### config.mk
export PLATFORM = sky130hd
export DESIGN_NAME = prog_ctr
export DESIGN_NICKNAME = d
export VERILOG_FILES = /design/src/rtl/prog_ctr.sv
export SDC_FILE = /design/constraint.sdc
export NUM_CORES = 1
export LEC_CHECK = 0
export BUFFER_PORTS_ARGS = -buffer_cell sky130_fd_sc_hd__buf_2
export CAP_MARGIN = 20
export CORE_ASPECT_RATIO = 1.2
export CORE_UTILIZATION = 30
export CTS_BUF_LIST = sky130_fd_sc_hd__clkbuf_4
export CTS_CLUSTER_SIZE = 12
export DETAILED_ROUTE_END_ITERATION = 6
export GPL_ROUTABILITY_DRIVEN = 0
export GPL_TIMING_DRIVEN = 0
export PLACE_DENSITY = 0.61
export SLEW_MARGIN = 20
export SYNTH_ARGS = -nofsm -noshare
export SYNTH_HDL_FRONTEND = slang
export SYNTH_SLANG_ARGS = --single-unit
export TNS_END_PERCENT = 5
### constraint.sdc
create_clock -name Clk -period 2.4 [get_ports Clk]
set_clock_uncertainty 0.2 [all_clocks]
set_input_delay 0.24 -clock Clk [delete_from_list [all_inputs] [get_ports Clk]]
set_output_delay 0.24 -clock Clk [all_outputs]
set_load 0.02 [all_outputs]
### src/rtl/prog_ctr.sv
// rtl/prog_ctr.sv - program counter: hold, increment or absolute branch load, async clear.
module prog_ctr #(
  parameter int PC_WIDTH = 10
) (
  input  logic                Clk,
  input  logic                Reset,
  input  logic                Start,
  input  logic                BranchEn,
  input  logic                ZeroFlag,
  input  logic [PC_WIDTH-1:0] Target,
  output logic [PC_WIDTH-1:0] ProgCtr
);

  logic [PC_WIDTH-1:0] pc_q;
  logic [PC_WIDTH-1:0] pc_d;
  logic                branch_taken;

  assign branch_taken = BranchEn & ZeroFlag;

  // Start gates everything; a not-taken branch falls through to the increment.
  always_comb begin
    pc_d = pc_q;
    if (Start) begin
      if (branch_taken) begin
        pc_d = Target;
      end else begin
        pc_d = pc_q + PC_WIDTH'(1);
      end
    end
  end

  always_ff @(posedge Clk or posedge Reset) begin
    if (Reset) begin
      pc_q <= '0;
    end else begin
      pc_q <= pc_d;
    end
  end

  assign ProgCtr = pc_q;

endmodule

==> results.json <==
{
  "status": "finished clean",
  "placed_cell_area_um2": 772.0,
  "synthCells": 74,
  "tightest_slew_ns": 0.4878,
  "placed_cells": 117,
  "totalPowerFinal_mw": 0.7828,
  "clkTransAtPathRegs_ns": 0.07,
  "drive_gt1_share_pct": 30.10,
  "largest_reg_flops": 10,
  "grt_max_degree": 11,
  "track_usage_pct": 14.95,
  "vdd_drop_max_uv": 546.5,
  "vias": 649,
  "ys_seq_elements": 10,
  "slew_headroom_pct": 67.48,
  "antenna_left": 0,
  "finalHoldViolCount": 0,
  "synth_edf_count": 0,
  "drt_wl_total_mm": 1.540,
  "r2r-start": "ProgCtr[0]",
  "start_kind": "register",
  "p_sw_mw": 0.3671,
  "p_per_area_nw_per_um2": 968.5,
  "yosysSeqAreaShare_pct": 39.84,
  "syn_nets": 90,
  "io_pins": 25,
  "cts_sinks": 10,
  "clockRootBuffer": "clkbuf_4",
  "synth_area_um2": 628.1,
  "drt_iter0_drc": 13,
  "vias_per_cell": 5.320,
  "io_buffers": 24,
  "netlist_top_cells_area": "dfrtp_1 (40%), a21oi_1 (12%), nand2_1 (6.6%), nand3_1 (4.0%), o21ai_0 (4.0%)",
  "syn2layout_area_growth_pct": 28.69,
  "clock.fmax_ghz": 0.5761,
  "hold_class": "primary input to register",
  "htreeDepth": 1,
  "grt_pass1_wl_mm": 2.463,
  "p_int_mw": 0.4157,
  "p_sw_share_pct": 46.90,
  "place_hpwl_mm": 1.121,
  "die_area_um2": 2282,
  "crit_required_ns": 2.33,
  "path_class": "register to register",
  "synth_most_common_cell": "a21oi_1",
  "rows": 17,
  "die_h_um": 52.13,
  "drv_slew": 0,
  "ys_top_cells_by_count": "a21oi_1 (15), nand2_1 (11), dfrtp_1 (10)",
  "fin_ws_ns": 0.6641,
  "post-route-min-period_ns": 1.736,
  "maxCapViolCount": 0,
  "nNetsFinal": 120,
  "finalNonFillerCells": 122,
  "pwr-share-comb_pct": 45.4,
  "cp-end-kind": "register",
  "yosysTopAreaCell": "dfrtp_1",
  "p_clk_share_pct": 15.9,
  "tns_ns": 0,
  "ys_warn_count": 0,
  "cts-buffers-inserted": 3,
  "syn_area_per_cell_um2": 8.488,
  "design_area_um2": 808.3,
  "core_region_area_um2": 1893,
  "async_flop_share_pct": 100.0,
  "n_antenna_cell": 0,
  "drc": 0,
  "worstPathArrival_ns": 1.67,
  "cts_tree": "yes",
  "grt_overflow": 0,
  "yosys_most_used_dff": "dfrtp_1",
  "antenna_found_initial": 0,
  "rsz0062_at_grt": "no",
  "clk_latency_ns": 0.27,
  "nFillCells": 195,
  "utilization_pct": 42.70,
  "worstSetupStartpoint": "ProgCtr[0]",
  "hp-start": "Target[9]",
  "synthDistinctLibCells": 24,
  "wire_per_inst_um": 12.62,
  "cp_max_fo": 5,
  "fp.dieW_um": 43.77,
  "clk_path_buf_depth": 2,
  "seqPwrFrac_pct": 38.7,
  "timing.final.crit_share_pct": 72.33,
  "setup_viol": 0,
  "first_global_vias": 564,
  "leakagePower_nw": 0.3836,
  "place_ws_ns": 0.7046,
  "start_util_pct": 33.18,
  "yosysTopAreaCellShare_pct": 39.84,
  "whs_ns": 0.05998,
  "drtPass1Iterations": 4
}
layout by cell type, fill, tap and decap left out:
cell type	instances
dlygate4sd3_1	1
o31ai_1	1
a21oi_1	15
dfrtp_1	10
nor4_1	1
clkbuf_1	2
nor4_4	1
buf_1	1
nand2_1	11
nand3_4	1
o32ai_1	2
buf_2	25
inv_1	4
nor2_1	3
nand3_1	5
o221ai_2	1
o22ai_1	2
nand4_1	1
mux2_1	1
o21bai_1	1
o21ai_0	5
and2_1	1
clkinv_1	1
o21a_1	1
clkbuf_4	3
ha_1	1
mux2i_1	2
metal layers:
metal  vias to the layer above  global-route usage, %  wire, um
li1                        326                      -         -
met1                       299                  18.00       663
met2                        19                  24.38       767
met3                         5                  2.431        76
met4                         0                  9.375        34
met5                         -                      0         0
final timing paths:
path / to / slack (ns) / cells past startpoint
setup / recovery: ProgCtr[8] / 0.66 / 4
hold / removal: ProgCtr[9] / 0.06 / 3
setup reg to reg: ProgCtr[8] / 0.66 / 4
hold reg to reg: ProgCtr[7] / 0.36 / 2
max in group asynchronous: ProgCtr[5] / 1.43 / 3
min in group asynchronous: ProgCtr[0] / 0.29 / 3
power by group through the flow:
stage,Sequential (mW),Clock [mW],Combinational (mW)
global route,0.314,0.131,0.392
floorplan,0.369,0,0.180
global placement,0.304,0,0.351
finish,0.303,0.124,0.355
CTS,0.303,0.128,0.357
detailed placement,0.307,0,0.354
critical path, cell delays in order (launching register included):
cell and delay [ns]:
dfrtp_1 0.45, ha_1 0.25, nand4_1 0.25, o32ai_1 0.34, a21oi_1 0.11
cell type report:
type	instances	area (um^2)	area share [%]
well taps	19	23.77	2.941
inverters	4	15.01	1.858
clock buffers	3	22.52	2.786
plain buffers	4	16.27	2.012
flip-flops and latches	10	250.2	30.96
repair buffers	25	130.1	16.10
multi-input cells	56	346.6	42.88
clock inverters	1	3.754	0.4644
logic make-up after synthesis:
logic type | share of synthesized area (%)
AO/OA/AOI/OAI | 26.69
AND/OR/NAND/NOR | 21.52
flip-flops | 39.84
buffers and inverters | 4.978
multiplexers | 4.980
adder cells (fa/ha/maj) | 1.992
timing repair:
action                                 CTS  global route
buffers inserted                         0             0
hold buffers                             1             0
endpoints found under the hold margin   10             0
gates resized for setup                  0             0
(Power assumes the default switching activity.)
